## src/rtl/usb_arb_pkg.sv

```systemverilog
// Package: usb_arb_pkg
// Purpose: shared types and defaults for the CRC stream arbiter.
//   grant_t      - which serializer currently owns the bit-stuffer input
//   arb_state_t  - arbiter FSM states
//   TOK_BITS_DEF - default token stream length (PID + addr/endp + CRC5)
//   DATA_BITS_DEF- default data stream length (72-bit packet + CRC16)
//   CNT_W        - width of the per-stream bit counter
package usb_arb_pkg;

  typedef enum logic [1:0] {
    GNT_NONE,
    GNT_TOK,
    GNT_DATA
  } grant_t;

  typedef enum logic [1:0] {
    IDLE,
    LAUNCH,
    STREAM,
    GAP
  } arb_state_t;

  localparam int TOK_BITS_DEF  = 24;
  localparam int DATA_BITS_DEF = 88;
  localparam int CNT_W         = 8;

endpackage

```

## src/rtl/arb_len_checker.sv

```systemverilog
// Module: arb_len_checker
// Purpose: counts the bits the stuffer accepts from the granted serializer
//   and compares the count against the expected packet length.
// Ports:
//   clock, reset_n - clock and async active-low reset
//   clr            - clear the counter (launch cycle)
//   inc            - a bit is accepted this cycle
//   done           - granted serializer flags its last bit this cycle
//   len            - expected length of the granted stream
//   mismatch       - done arrived on an accepted bit whose index != len
//   overrun        - the len-th bit was accepted without a done
module arb_len_checker
  import usb_arb_pkg::*;
(
  input  logic             clock,
  input  logic             reset_n,
  input  logic             clr,
  input  logic             inc,
  input  logic             done,
  input  logic [CNT_W-1:0] len,
  output logic             mismatch,
  output logic             overrun
);

  logic [CNT_W-1:0] bit_cnt_q, bit_cnt_d;
  logic [CNT_W:0]   cnt_plus1;
  logic [CNT_W:0]   len_ext;

  // One extra bit so the compare can never alias through a wrap.
  assign cnt_plus1 = {1'b0, bit_cnt_q} + (CNT_W+1)'(1);
  assign len_ext   = {1'b0, len};

  always_comb begin
    bit_cnt_d = bit_cnt_q;
    if (clr) begin
      bit_cnt_d = '0;
    end else if (inc) begin
      bit_cnt_d = cnt_plus1[CNT_W-1:0];
    end
  end

  always_ff @(posedge clock or negedge reset_n) begin
    if (!reset_n) begin
      bit_cnt_q <= '0;
    end else begin
      bit_cnt_q <= bit_cnt_d;
    end
  end

  // The overrun fires on the accepted bit that brings the count to len,
  // so the stream is aborted before the counter could pass len.
  assign mismatch = inc & done & (cnt_plus1 != len_ext);
  assign overrun  = inc & ~done & (cnt_plus1 == len_ext);

endmodule

```

## src/rtl/crc_stream_arbiter.sv

```systemverilog
// Module: crc_stream_arbiter
// Purpose: shares the bit-stuffer input between the CRC5 token serializer
//   and the CRC16 data serializer. Grants one request at a time (alternating
//   on ties), launches the serializer, muxes its bit onto the stuffer,
//   checks the stream length and forces an inter-packet gap.
// Ports:
//   clock, reset_n             - clock and async active-low reset
//   tok_req / data_req         - level requests from the protocol handler
//   tok_ack / data_ack         - accept pulses (with the start pulses)
//   tok_start / data_start     - pkt_ready pulses to the CRC blocks
//   tok_bit/tok_done,
//   data_bit/data_done         - serializer bit and last-bit strobe
//   bs_ready                   - stuffer accepts a bit this cycle
//   tok_bs_ready/data_bs_ready - bs_ready gated to the granted serializer
//   bs_bit, bs_sending         - bit to stuffer, stream active
//   busy                       - arbiter not idle
//   len_err                    - packet length mismatch pulse
module crc_stream_arbiter
  import usb_arb_pkg::*;
#(
  parameter int TOK_BITS   = TOK_BITS_DEF,
  parameter int DATA_BITS  = DATA_BITS_DEF,
  parameter int GAP_CYCLES = 3
) (
  input  logic clock,
  input  logic reset_n,
  input  logic tok_req,
  input  logic data_req,
  output logic tok_ack,
  output logic data_ack,
  output logic tok_start,
  output logic data_start,
  input  logic tok_bit,
  input  logic tok_done,
  input  logic data_bit,
  input  logic data_done,
  input  logic bs_ready,
  output logic tok_bs_ready,
  output logic data_bs_ready,
  output logic bs_bit,
  output logic bs_sending,
  output logic busy,
  output logic len_err
);

  if (TOK_BITS < 1 || TOK_BITS > 255 || DATA_BITS < 1 || DATA_BITS > 255 ||
      GAP_CYCLES < 1 || GAP_CYCLES > 256) begin : g_param_check
    $error("crc_stream_arbiter: stream lengths must be 1..255, GAP_CYCLES 1..256");
  end

  localparam logic [CNT_W-1:0] TOK_LEN  = CNT_W'(TOK_BITS);
  localparam logic [CNT_W-1:0] DATA_LEN = CNT_W'(DATA_BITS);
  localparam logic [CNT_W-1:0] GAP_LOAD = CNT_W'(GAP_CYCLES - 1);

  arb_state_t       state_q, state_d;
  grant_t           grant_q, grant_d;
  grant_t           last_grant_q, last_grant_d;
  logic [CNT_W-1:0] gap_cnt_q, gap_cnt_d;

  logic             tok_sel, data_sel;
  logic             launching, streaming;
  logic             gnt_bit, gnt_done;
  logic [CNT_W-1:0] cur_len;
  logic             cnt_inc;
  logic             mismatch, overrun;

  assign tok_sel   = (grant_q == GNT_TOK);
  assign data_sel  = (grant_q == GNT_DATA);
  assign launching = (state_q == LAUNCH);
  assign streaming = (state_q == STREAM);

  // Only the granted serializer is listened to; the other one's done is ignored.
  assign gnt_bit  = (tok_sel & tok_bit)  | (data_sel & data_bit);
  assign gnt_done = (tok_sel & tok_done) | (data_sel & data_done);
  assign cur_len  = data_sel ? DATA_LEN : TOK_LEN;
  assign cnt_inc  = streaming & bs_ready;

  arb_len_checker u_len_checker (
    .clock    (clock),
    .reset_n  (reset_n),
    .clr      (launching),
    .inc      (cnt_inc),
    .done     (gnt_done),
    .len      (cur_len),
    .mismatch (mismatch),
    .overrun  (overrun)
  );

  always_comb begin
    state_d      = state_q;
    grant_d      = grant_q;
    last_grant_d = last_grant_q;
    gap_cnt_d    = gap_cnt_q;
    case (state_q)
      IDLE: begin
        if (tok_req && data_req) begin
          // Tie: hand the stuffer to whoever did not get it last time.
          grant_d = (last_grant_q == GNT_TOK) ? GNT_DATA : GNT_TOK;
          state_d = LAUNCH;
        end else if (tok_req) begin
          grant_d = GNT_TOK;
          state_d = LAUNCH;
        end else if (data_req) begin
          grant_d = GNT_DATA;
          state_d = LAUNCH;
        end
      end
      LAUNCH: begin
        last_grant_d = grant_q;
        state_d      = STREAM;
      end
      STREAM: begin
        // Both a done and an overrun only count on an accepted bit, so a
        // stalled stuffer freezes the stream here.
        if (cnt_inc && (gnt_done || overrun)) begin
          state_d   = GAP;
          gap_cnt_d = GAP_LOAD;
        end
      end
      GAP: begin
        if (gap_cnt_q == '0) begin
          state_d = IDLE;
          grant_d = GNT_NONE;
        end else begin
          gap_cnt_d = gap_cnt_q - CNT_W'(1);
        end
      end
      default: state_d = IDLE;
    endcase
  end

  always_ff @(posedge clock or negedge reset_n) begin
    if (!reset_n) begin
      state_q      <= IDLE;
      grant_q      <= GNT_NONE;
      last_grant_q <= GNT_DATA;
      gap_cnt_q    <= '0;
    end else begin
      state_q      <= state_d;
      grant_q      <= grant_d;
      last_grant_q <= last_grant_d;
      gap_cnt_q    <= gap_cnt_d;
    end
  end

  // Outputs decode the registered state so a reset clears them at once.
  assign tok_ack       = launching & tok_sel;
  assign tok_start     = launching & tok_sel;
  assign data_ack      = launching & data_sel;
  assign data_start    = launching & data_sel;
  assign tok_bs_ready  = streaming & tok_sel & bs_ready;
  assign data_bs_ready = streaming & data_sel & bs_ready;
  assign bs_bit        = streaming & gnt_bit;
  assign bs_sending    = streaming;
  assign busy          = (state_q != IDLE);
  assign len_err       = mismatch | overrun;

endmodule
```

## config.mk

```make
export PLATFORM = sky130hd
export DESIGN_NAME = crc_stream_arbiter
export DESIGN_NICKNAME = d
export VERILOG_FILES = /design/src/rtl/usb_arb_pkg.sv /design/src/rtl/arb_len_checker.sv /design/src/rtl/crc_stream_arbiter.sv
export SDC_FILE = /design/constraint.sdc
export NUM_CORES = 1
export LEC_CHECK = 0
export ABC_AREA = 1
export CAP_MARGIN = 20
export CORE_UTILIZATION = 45
export CTS_BUF_LIST = sky130_fd_sc_hd__clkbuf_4 sky130_fd_sc_hd__clkbuf_8
export DETAILED_ROUTE_END_ITERATION = 16
export MAX_ROUTING_LAYER = met4
export PLACE_DENSITY = 0.67
export SLEW_MARGIN = 20
export SYNTH_ARGS = -nofsm -noshare
export SYNTH_HDL_FRONTEND = slang
export SYNTH_SLANG_ARGS = --single-unit
export TNS_END_PERCENT = 50
```

## constraint.sdc

```tcl
create_clock -name clock -period 2.74 [get_ports clock]
set_input_delay 0.548 -clock clock [delete_from_list [all_inputs] [get_ports clock]]
set_output_delay 0.548 -clock clock [all_outputs]
set_load 0.1 [all_outputs]
```

* Word-level counts from Yosys, hierarchy flattened *
Cells that the tools add are included.

storage, ports and cells
  register bits = 22
  input bits = 9
  output and inout bits = 10
  word-level logic and storage cells = 68

operators by class
  add/sub/neg operators = 2
  eq/ne operators = 12
  muxes and demuxes = 17
  bitwise operators = 20
  reduce and logical (&&, ||, !) cells = 12

operator list
  kind                                                                     count
  8-bit 2-to-1 mux                                                         4
  2-bit 2-to-1 mux                                                         9
  1-bit bitwise AND                                                        16
  8-bit one-hot mux with 2 select lines                                    1
  8-bit by 1-bit adder with 9-bit output, second input constant            1
  9-bit by 7-bit == test with 1-bit output                                 1
  9-bit by 7-bit inequality test with 1-bit output                         1
  3-bit AND reduction                                                      3
  8-bit logical NOT                                                        1
  2-bit one-hot mux with 4 select lines                                    1
  2-bit nonzero test                                                       4
  8-bit by 1-bit subtractor with 8-bit output, second input constant       1
  7-bit 2-to-1 mux                                                         1
  2-bit by 1-bit == test with 1-bit output, second input constant          3
  2-bit == test, second input constant                                     3
  2-bit inequality test, second input constant                             2
  4-bit inequality test, second input constant                             1
  2-bit one-hot mux with 2 select lines                                    1
  1-bit OR                                                                 3
  1-bit logical AND                                                        2
  2-bit logical NOT                                                        1
  2-bit by 1-bit inequality test with 1-bit output, second input constant  1
  1-bit logical OR                                                         1
  1-bit NOT                                                                1

* Depth between registers and ports, before layout *
Gate-level depths: netlist of the first run.

  depth after elaboration = 10
  mapped depth = 14

* By module *
Synthesis of the first run repeated with hierarchy kept, for this count alone.

second synthesis, totals
  cell total of the unflattened synthesis = 244
  area total of the unflattened synthesis = 1670.4 um2

by module, submodules not included
  module              instances  cells an instance  area each (um2)  seq. area each (um2)
  crc_stream_arbiter  1          142                1018.5           351.6
  arb_len_checker     1          102                651.9            200.2

* Least setup slack after synthesis of the first run *
No wires, ideal clock.

  path type = flip-flop to output port
  start = register state_q[0]
  end = output data_bs_ready
  arrival time = 3.064 ns
  path slack = -0.872 ns
  stages on the path, launching flop included = 5
  buffers on the path = 0
  cells stage by stage = dfrtp_1 > inv_1 > ha_1 > nand2_1 > nor2_1

between the ends
  longest elaborated chain between the ends = 3

RTL lines
  what                            line                       RTL
  from (decl)                     crc_stream_arbiter.sv:55   arb_state_t state_q, state_d;
  from (signal assigned)          crc_stream_arbiter.sv:139  state_q <= state_d;
  2-bit == test                   crc_stream_arbiter.sv:70   assign streaming = (state_q == STREAM);
  net bs_sending                  crc_stream_arbiter.sv:41   output logic bs_sending,
  1-bit bitwise AND (2 in a row)  crc_stream_arbiter.sv:152  assign data_bs_ready = streaming & data_sel & bs_ready;
  to (decl)                       crc_stream_arbiter.sv:39   output logic data_bs_ready,

The timed path passes the listed nets, and every way through them passes these cells.

* Worst setup path in the final report of the first run *
  start = register u_len_checker.bit_cnt_q[1]
  end = output len_err

between the ends
  longest elaborated chain between the ends = 4
  elaborated cells between the ends (all ways) = 6
  classes of those cells = add/sub: 1; eq/ne: 2; bitwise: 3

RTL lines
  what                                                                                                                 line                                          RTL
  from (decl)                                                                                                          arb_len_checker.sv:25                         logic [CNT_W-1:0] bit_cnt_q, bit_cnt_d;
  from (signal assigned)                                                                                               arb_len_checker.sv:46                         bit_cnt_q <= bit_cnt_d;
  8-bit by 1-bit adder with 9-bit output *                                                                             arb_len_checker.sv:30                         assign cnt_plus1 = {1'b0, bit_cnt_q} + (CNT_W+1)'(1);
  9-bit by 7-bit inequality test with 1-bit output / 9-bit by 7-bit == test with 1-bit output (equally long branches)  arb_len_checker.sv:52, arb_len_checker.sv:53
  1-bit bitwise AND (on tied branches)                                                                                 arb_len_checker.sv:52, arb_len_checker.sv:53
  1-bit OR *                                                                                                           crc_stream_arbiter.sv:156                     assign len_err = mismatch | overrun;
  to (decl)                                                                                                            crc_stream_arbiter.sv:43                      output logic len_err

Mark *: on every way between the ends. The rest lies on a longest branch, timed or not.

==> results of run 1 <==
==> metrics by stage <==
stage          utilization [%]  std cells
3_3_place_gp              56.5        271
2_1_floorplan                -        211
6_report                  58.9        279
4_1_cts                   57.5        275
5_1_grt                   58.9        279
3_5_place_dp              56.5        271
==> logic make-up after synthesis <==
logic type,after synthesis,share of synthesized area (%)
simple gates,123,35.0
fa+ha+maj,9,7.63
xor+xnor,3,1.78
compound gates,23,9.25
flops,22,37.4
buf+inv,31,8.91
==> cell usage in the layout, fill, tap and decap left out <==
cell	instances
nor2_4	1
o21ai_0	10
nor2_2	5
nor3_1	5
a21oi_2	1
or2_2	1
nor3b_1	1
nor2_1	20
ha_2	2
xnor2_1	2
inv_1	27
clkbuf_4	4
xor2_1	1
nand2_2	2
a21oi_1	3
o21a_1	2
nand3_1	24
clkdlybuf4s50_1	8
nor3_2	1
dfrtp_1	21
dfstp_2	1
nand3_2	1
ha_1	7
o22ai_1	3
nand2_1	62
a31oi_1	1
o21bai_1	2
buf_4	12
buf_12	4
o21bai_2	1
==> path summary, 6_finish.rpt <==
check | startpoint | endpoint | slack, ns
min in group asynchronous | reset_n | last_grant_q[0] | 0.57
min | last_grant_q[1] | last_grant_q[1] | 0.50
max in group asynchronous | reset_n | last_grant_q[1] | 1.89
max reg2reg | u_len_checker.bit_cnt_q[1] | gap_cnt_q[3] | 0.74
min reg2reg | last_grant_q[1] | last_grant_q[1] | 0.50
max | u_len_checker.bit_cnt_q[1] | len_err | 0.13
==> routing by layer <==
layer	GRT usage, %	vias to the layer above	wire, µm
li1	-	719	-
met1	27.8	647	1590
met2	35.2	49	1520
met3	3.49	6	189
met4	6.80	0	38
met5	-	-	0
==> cell type report <==
type | instances | share of cell area (%)
Inverter | 27 | 5.59
Clock buffer | 4 | 1.66
Multi-Input combinational cell | 158 | 45.5
Sequential cell | 22 | 30.4
Tap cell | 44 | 3.03
Timing Repair Buffer | 24 | 13.8
==> cell usage after synthesis (all sizes together) <==
master  instances  area, µm²
clkbuf          1       3.75
o21ai          10       50.1
nand3          25        125
dfrtp          21        526
buf             3       26.3
or2             1       6.26
o21bai          3       26.3
xor2            1       8.76
ha              9        113
o22ai           3       18.8
nor2           26        103
dfstp           1       26.3
nand2          64        245
nor3b           1       7.51
o21a            2       15.0
xnor2           2       17.5
inv            27        101
a21oi           4       20.0
nor3            6       30.0
a31oi           1       6.26
==> power breakdown <==
part           internal, µW  switching [µW]
clock                  66.7            98.9
combinational           365             824
sequential              422            89.5
total                   854            1010
==> critical path, delay by kind of cell, from the launching register on <==
family          cells  cell delay (ns)
buf+inv             1             0.18
flops               1             0.42
simple gates        4             0.39
compound gates      3             0.55
fa+ha+maj           1             0.21
==> state kept, by name, indices dropped and copies added (netlist names) <==
name / count
gap_cnt_q: 8
grant_q: 2
last_grant_q: 2
state_q: 2
u_len_checker.bit_cnt_q: 8
==> what timing repair did <==
action                     CTS  global route
buffers inserted             0             4
resized for setup            0             4
setup endpoints to repair    0             1
==> impl_results.md, run 1 <==
* Status: complete, no violations
* DRT iter0 DRCs at 58
* Die Area at 3510 µm²
* CTS HTree Levels at 1
* Worst Skew at 0.00785 ns
* First-pass GRT wire length at 5.69 mm
* Clock latency on the worst-skew pair at 0.31 ns
* Hold Path Class: reg2reg
* Placement Cell Area at about 1700 µm²
* Total number of vias at 1421
* Drt total wl at 3.33 mm
* Final nets at 254
* Die X at approximately 60 µm
* Seq cells post-synth at 22
* Crit start category: register
* Gr usage total at 21.8%
* Via/cell ratio at approximately 5.1
* Worst Path Max Fanout at 4
* Maximum number of pins on one net before global-route repair at 23
* Post-Syn Instances at 211
* Total CTS buffers at 3
* Post-route cell area at 1810 µm²
* DPL Wire Length at 2.51 mm
* Final WS setup at 0.131 ns
* Ys Warns at 0
* Initial antenna violation count at 0
* FF+latch area at 552 µm²
* # hold bufs at CTS at 0
* DRT antenna net count at 0
* CP peak stage delay at 0.42 ns
* Setup_tns at 0 ns
* Root Buffer: clkbuf_4
* Core ar. at 3080 µm²
* Arr. time, crit path at 2.06 ns
* Hold depth at 2
* Reg clk slew, reported paths at roughly 0.13 ns
* Fin. max-slew vios at 0
* Number of global-route vias before repair at 1320
* Critical path, cell by cell: ha_2 > nand3_1 > o21bai_1 > nand3_1 > nand3_2 > nor2_2 > a21oi_1 > o21a_1 > buf_12
* Pre-Repair DR Iteration Count at 4
* Area of the multi-input gates at slightly above 800 µm²
* # IOs at 19
* Overflow after GRT at 0
* Routed wire per std cell at about 12 µm
* Remaining DRCs at 0
* IO Port Bufs at 18
* Initial Util at 47.9%
* Clk sinks at 22
* Max Buffers Root-to-Sink at 2
* Minimum clock period at 2.61 ns
* Critical setup path kind: reg2out
* Slew HR at between 70 and 80%
* Slowest CP cell: dfrtp_1
* Max Cap Viol at 0
* Achievable frequency at between 300 and 400 MHz
* Endpoints failing setup at 0
* P per Cell Area at 1030 nW/µm²
* Syn Nets at around 230
* GPL Wtd Cong at between 0.8 and 0.9
* Worst VDD drop at 1.11 mV
* CTS tree: done
* Row cnt at 20
* Mapped Avg Cell Area at 6.99 µm²
* Worst slew pin tran at approximately 0.43 ns
* Tot Pwr at roughly 1900 µW
* Most common cell on crit path: nand3_1
* Antenna Cells at 0
* Pre-CTS WS at 0.462 ns
* Period utilisation layout at 95.2%
* Synthesized area at 1480 µm²
* Fin Hold WS at 0.503 ns
* Vert. Die Dim at 59.3 µm
* Synth unique cells at 24
* Final Hold Fails at 0
* # fillers at between 300 and 400
* Area grow syn2layout at 23.0%
* Register area share after synthesis at 37.4%
* Setup crit end kind: output pin
* Share of layout cells above drive strength 1 at 15.3%
* Worst R2R Path Depth at 14
* Leakage power at 0.000881 µW
* Data required time at the worst endpoint at 2.19 ns
Note: power is estimated with default switching activity, not from simulation.
==> run 2: changes to the inputs <==
Settings changed: PLACE_DENSITY 0.67 to not set, PLACE_DENSITY_LB_ADDON set to 0.2.
==> impl_results.md, run 2 (synthesized netlist as in run 1, its figures left out) <==
* Critical R2R Capture: gap_cnt_q[2]
* Metal-1 WL at 1.45 mm (-8.8%)
* Overflow after GRT at 0 (unchanged)
* Slew HR at 70.5% (-1.1 points)
* Arr. time, crit path at 2.01 ns (-0.05 ns)
* P per Cell Area at 1010 nW/µm² (-1.9%)
* Routed wire per std cell at 11.0 µm (-8.2%)
* Max Buffers Root-to-Sink at 2 (unchanged)
* Share of layout cells above drive strength 1 at 14.7% (-0.60 points)
* CTS HTree Levels at 1 (unchanged)
* Gr usage total at 21.1% (-0.65 points)
* Hold Path Origin: last_grant_q[1]
* Reg2reg setup slack at 0.70 ns (-0.04 ns)
* Clock latency on the worst-skew pair at 0.33 ns (+0.02 ns)
* Clk sinks at 22 (unchanged)
* CTS tree: done
* Worst slew pin tran at 0.443 ns (+0.0167 ns)
* Initial Util at 47.9% (unchanged)
* Hold depth at 2 (unchanged)
* Max Cap Viol at 0 (unchanged)
* Core ar. at 3080 µm² (unchanged)
* Remaining DRCs at 0 (unchanged)
* Postcts setup bufs at 0 (unchanged)
* Worst Path Max Fanout at 5 (+1)
* Critical setup path kind: reg2out
* Critical path origin: u_len_checker.bit_cnt_q[0]
* Total number of vias at 1319 (-7.2%)
* # hold bufs at CTS at 0 (unchanged)
* Top sig layer: met4
* Commonest non-fill, non-tap cell in the layout: nand2_1
* Final nets at 250 (-1.6%)
* Root Buffer: clkbuf_4
* IO Port Bufs at 18 (unchanged)
* Worst r2r src: u_len_checker.bit_cnt_q[1]
* DPL Wire Length at 2.29 mm (-8.8%)
* Setup crit end kind: output pin
* # IOs at 19 (unchanged)
* DRT iter0 DRCs at 44 (-24%)
* FF+latch area at 553 µm² (+0.23%)
* Maximum number of pins on one net before global-route repair at 23 (unchanged)
* Achievable frequency at 390 MHz (+1.9%)
* Worst R2R Path Depth at 14 (unchanged)
* Row cnt at 20 (unchanged)
* Final Hold Fails at 0 (unchanged)
* Routed met3 length at 91 µm (-52%)
* Layout Utilization at 58.5% (-0.45 points)
* Fin. max-slew vios at 0 (unchanged)
* Initial antenna violation count at 0 (unchanged)
* Number of global-route vias before repair at 1244 (-5.8%)
* Die X at 59.3 µm (unchanged)
* Setup_tns at 0 ns (unchanged)
* Hold Path Class: reg2reg
* Met2 routed WL at 1.43 mm (-6.1%)
* Worst Skew at 0.0254 ns (+0.0175 ns)
* # fillers at 313 (+2.0%)
* Period utilisation layout at 93.5% (-1.7 points)
* Antenna Cells at 0 (unchanged)
* Area of the multi-input gates at 841 µm² (+1.8%)
* Post_cts resized at 0 (unchanged)
* Reg clk slew, reported paths at 0.14 ns (about the same)
* DRT antenna net count at 0 (unchanged)
* Total CTS buffers at 3 (unchanged)
* Endpoints failing setup at 0 (unchanged)
* Pre-Repair DR Iteration Count at 4 (unchanged)
* Drt total wl at 3.02 mm (-9.5%)
* Largest registers: gap_cnt_q x8, u_len_checker.bit_cnt_q x8
* Crit start category: register
* First-pass GRT wire length at 5.39 mm (-5.3%)
* Min-Delay Endpoint: last_grant_q[1]
* Leakage power at 0.000859 µW (-2.5%)
* Die Area at 3510 µm² (unchanged)
* Data required time at the worst endpoint at 2.19 ns (about the same)
* Vert. Die Dim at 59.3 µm (unchanged)
* Area grow syn2layout at 22.1%
* Worst VDD drop at 0.724 mV (-35%)
* Via/cell ratio at 4.80 (-5.8%)
* GPL Wtd Cong at 0.869 (+3.5%)
* Status: complete, no violations
* Minimum clock period at 2.56 ns (-0.0475 ns)
* Commonest non-fill, non-tap cells in the layout: 62 x nand2_1, 27 x inv_1, 23 x nand3_1
-- run 2: changes by cell type in the layout (fill, tap and decap cells not counted), sizes merged --
cell,delta
buf,-4
-- run 2: final cells by class --
cell class | instances | area share, %
repair buffers | 20 | 12.2
clock buffers | 4 | 1.67
well taps | 44 | 3.06
inverters | 27 | 5.63
flip-flops and latches | 22 | 30.7
multi-input cells | 158 | 46.7
-- run 2: how the worst max path moves through the flow --
| stage | end |
|---|---|
| final | len_err |
| after global placement | len_err |
| after floorplan | data_start |
| after CTS | len_err |
| after detailed placement | len_err |
| after global routing | len_err |
-- run 2: metal layers --
metal | global-route usage (%) | vias up
met5 | - | -
met4 | 6.12 | 0
met3 | 4.59 | 6
met2 | 34.0 | 17
met1 | 26.6 | 583
li1 | - | 713
-- run 2: power by group --
group | switching (µW) | internal (µW) | leakage, µW
sequential | 91.8 | 423 | 0.000289
combinational | 794 | 340 | 0.000551
clock | 102 | 66.9 | 0.0000184
-- run 2: stage by stage --
step	setup WS, ns	hold WS, ns	power (µW)	cells	instance area [µm²]
final	0.178	0.499	1820	275	1800
after global routing	-0.0233	0.552	2000	275	1800
after CTS	0.118	0.507	1830	275	1770
after detailed placement	0.516	0.474	1650	271	1740
after global placement	0.521	0.471	1640	271	1740
after floorplan	-0.342	0.252	1410	211	1490
-- run 2: worst max-delay path, stage by stage (launching register included) --
cell and delay (ns):
dfrtp_2 0.47, ha_4 0.18, nand2_1 0.10, inv_1 0.05
nor2_1 0.11, nor2_1 0.05, nand2_1 0.06, nor2_1 0.04
nand2_1 0.10, nor2_2 0.06, a21oi_1 0.11, o21a_1 0.19
buf_12 0.18
==> run 3: changes to the inputs <==
Settings changed: CORE_UTILIZATION 45 to 48.
==> impl_results.md, run 3 (synthesized netlist as in run 1, its figures left out) <==
* Worst Skew at 0.0175 ns (-0.00782 ns)
* Final nets at 250 (unchanged)
* Die Area at 3300 µm² (-6.0%)
* DRT antenna net count at 0 (unchanged)
* Number of global-route vias before repair at 1290 (+3.7%)
* DRT iter0 DRCs at 40 (-9.1%)
* Remaining DRCs at 0 (unchanged)
* Leakage power at 0.000859 µW (about the same)
* Achievable frequency at 383 MHz (-1.8%)
* Placed instance count at 258 (-4.8%)
* Overflow after GRT at 0 (unchanged)
* GPL Wtd Cong at 0.867 (-0.18%)
* Drt total wl at 3.07 mm (+1.9%)
* Fin Hold WS at 0.501 ns (+0.00292 ns)
* Clock latency on the worst-skew pair at 0.31 ns (-0.02 ns)
* Gr usage total at 22.0% (+0.88 points)
* CTS tree: done
* Final Hold Fails at 0 (unchanged)
* First-pass GRT wire length at 5.44 mm (+0.91%)
* Top sig layer: met4
* Period utilisation layout at 95.2% (+1.7 points)
* Worst R2R Path Depth at 14 (unchanged)
* Worst slew pin tran at 0.408 ns (-0.0343 ns)
* Post_cts resized at 0 (unchanged)
* Commonest non-fill, non-tap cell in the layout: nand2_1
* DPL Wire Length at 2.37 mm (+3.8%)
* Maximum number of pins on one net before global-route repair at 23 (unchanged)
* Arr. time, crit path at 2.06 ns (+0.05 ns)
* Initial antenna violation count at 0 (unchanged)
* Via/cell ratio at 5.08 (+6.0%)
* Total CTS buffers at 3 (unchanged)
* Root Buffer: clkbuf_4
* Worst Path Max Fanout at 5 (unchanged)
* Critical setup path kind: reg2out
* Slew HR at 72.8% (+2.3 points)
* # hold bufs at CTS at 0 (unchanged)
* Minimum clock period at 2.61 ns (+0.0466 ns)
* Core ar. at 2830 µm² (-8.1%)
* Pre-Repair DR Iteration Count at 4 (unchanged)
* Die X at 57.4 µm (-3.1%)
* Endpoints failing setup at 0 (unchanged)
* P per Cell Area at 1020 nW/µm² (+1.3%)
* Fin. max-slew vios at 0 (unchanged)
* Initial Util at 52.1% (+4.2 points)
* Hold Path Class: reg2reg
* Commonest non-fill, non-tap cells in the layout: 62 x nand2_1, 27 x inv_1, 23 x nand3_1
* Row cnt at 19 (-5.0%)
* Setup crit end kind: output pin
* Layout Utilization at 62.8% (+4.3 points)
* Non-Filler Instances at 262 (-4.7%)
* Largest registers: gap_cnt_q x8, u_len_checker.bit_cnt_q x8
* Metal-1 WL at 1.49 mm (+3.3%)
* Postcts setup bufs at 0 (unchanged)
* Reg clk slew, reported paths at 0.13 ns (about the same)
* Vert. Die Dim at 57.4 µm (-3.1%)
* Max Buffers Root-to-Sink at 2 (unchanged)
* Share of layout cells above drive strength 1 at 14.7% (unchanged)
* IO Port Bufs at 18 (unchanged)
* Worst VDD drop at 0.775 mV (+7.1%)
* Area grow syn2layout at 20.4%
* Antenna Cells at 0 (unchanged)
* Status: complete, no violations
* Setup_tns at 0 ns (unchanged)
* Total number of vias at 1332 (+0.99%)
* # IOs at 19 (unchanged)
* Routed met3 length at 51 µm (-44%)
* Met2 routed WL at 1.50 mm (+4.8%)
* # fillers at 252 (-19%)
* Clk sinks at 22 (unchanged)
* Routed wire per std cell at 11.7 µm (+7.0%)
* Hold depth at 2 (unchanged)
* Crit start category: register
* CTS HTree Levels at 1 (unchanged)
* Data required time at the worst endpoint at 2.19 ns (about the same)
* Max Cap Viol at 0 (unchanged)
[run 3: cell types whose count changed in the layout (fill, tap and decap cells not counted)]
cell     previous run  this run
dfrtp_1            20        21
dfrtp_2             1         0
ha_2                1         2
ha_4                1         0
nor2_1             20        19
nor2_2              5         6
o21ai_0             9        10
o21ai_1             1         0
[run 3: path summary, 6_finish.rpt]
path	from	endpoint	slack [ns]
worst max-delay path	u_len_checker.bit_cnt_q[0]	len_err	0.13
worst min-delay path	last_grant_q[1]	last_grant_q[1]	0.50
worst max register to register	u_len_checker.bit_cnt_q[0]	gap_cnt_q[7]	0.64
worst min register to register	last_grant_q[1]	last_grant_q[1]	0.50
max in group asynchronous	reset_n	last_grant_q[1]	1.88
min in group asynchronous	reset_n	u_len_checker.bit_cnt_q[6]	0.56
[run 3: metal layers]
metal | up-vias | GRT usage [%]
li1 | 711 | -
met1 | 607 | 29.2
met2 | 10 | 34.7
met3 | 4 | 3.40
met4 | 0 | 6.62
met5 | - | -
[run 3: cell type report]
class | count | area, µm² | share of cell area, %
multi-input combinational | 158 | 833 | 46.9
sequential | 22 | 552 | 31.1
timing repair buffer | 20 | 220 | 12.4
inverter | 27 | 101 | 5.71
tap | 31 | 38.8 | 2.18
clock buffer | 4 | 30.0 | 1.69
[run 3: where the power goes]
part	switching, µW	internal, µW
registers	89.2	422
clock network	98.3	66.6
logic	801	339
[run 3: critical path: stages (launching register included)]
cell     delay [ns]
dfrtp_1        0.44
ha_2           0.23
nand2_1        0.09
nor2_2         0.12
nand2_1        0.06
nand2_1        0.07
nand2_1        0.05
nor2_1         0.08
nand2_1        0.09
nor3_2         0.16
o21a_1         0.19
buf_12         0.18
[run 3: metrics by stage]
stage               power (µW)  cell area (µm²)  worst slack, ns
floorplan                 1410             1490           -0.342
CTS                       1820             1750            0.144
finish                    1820             1780            0.132
global route              1990             1780          -0.0371
global placement          1640             1720            0.532
detailed placement        1650             1720            0.508
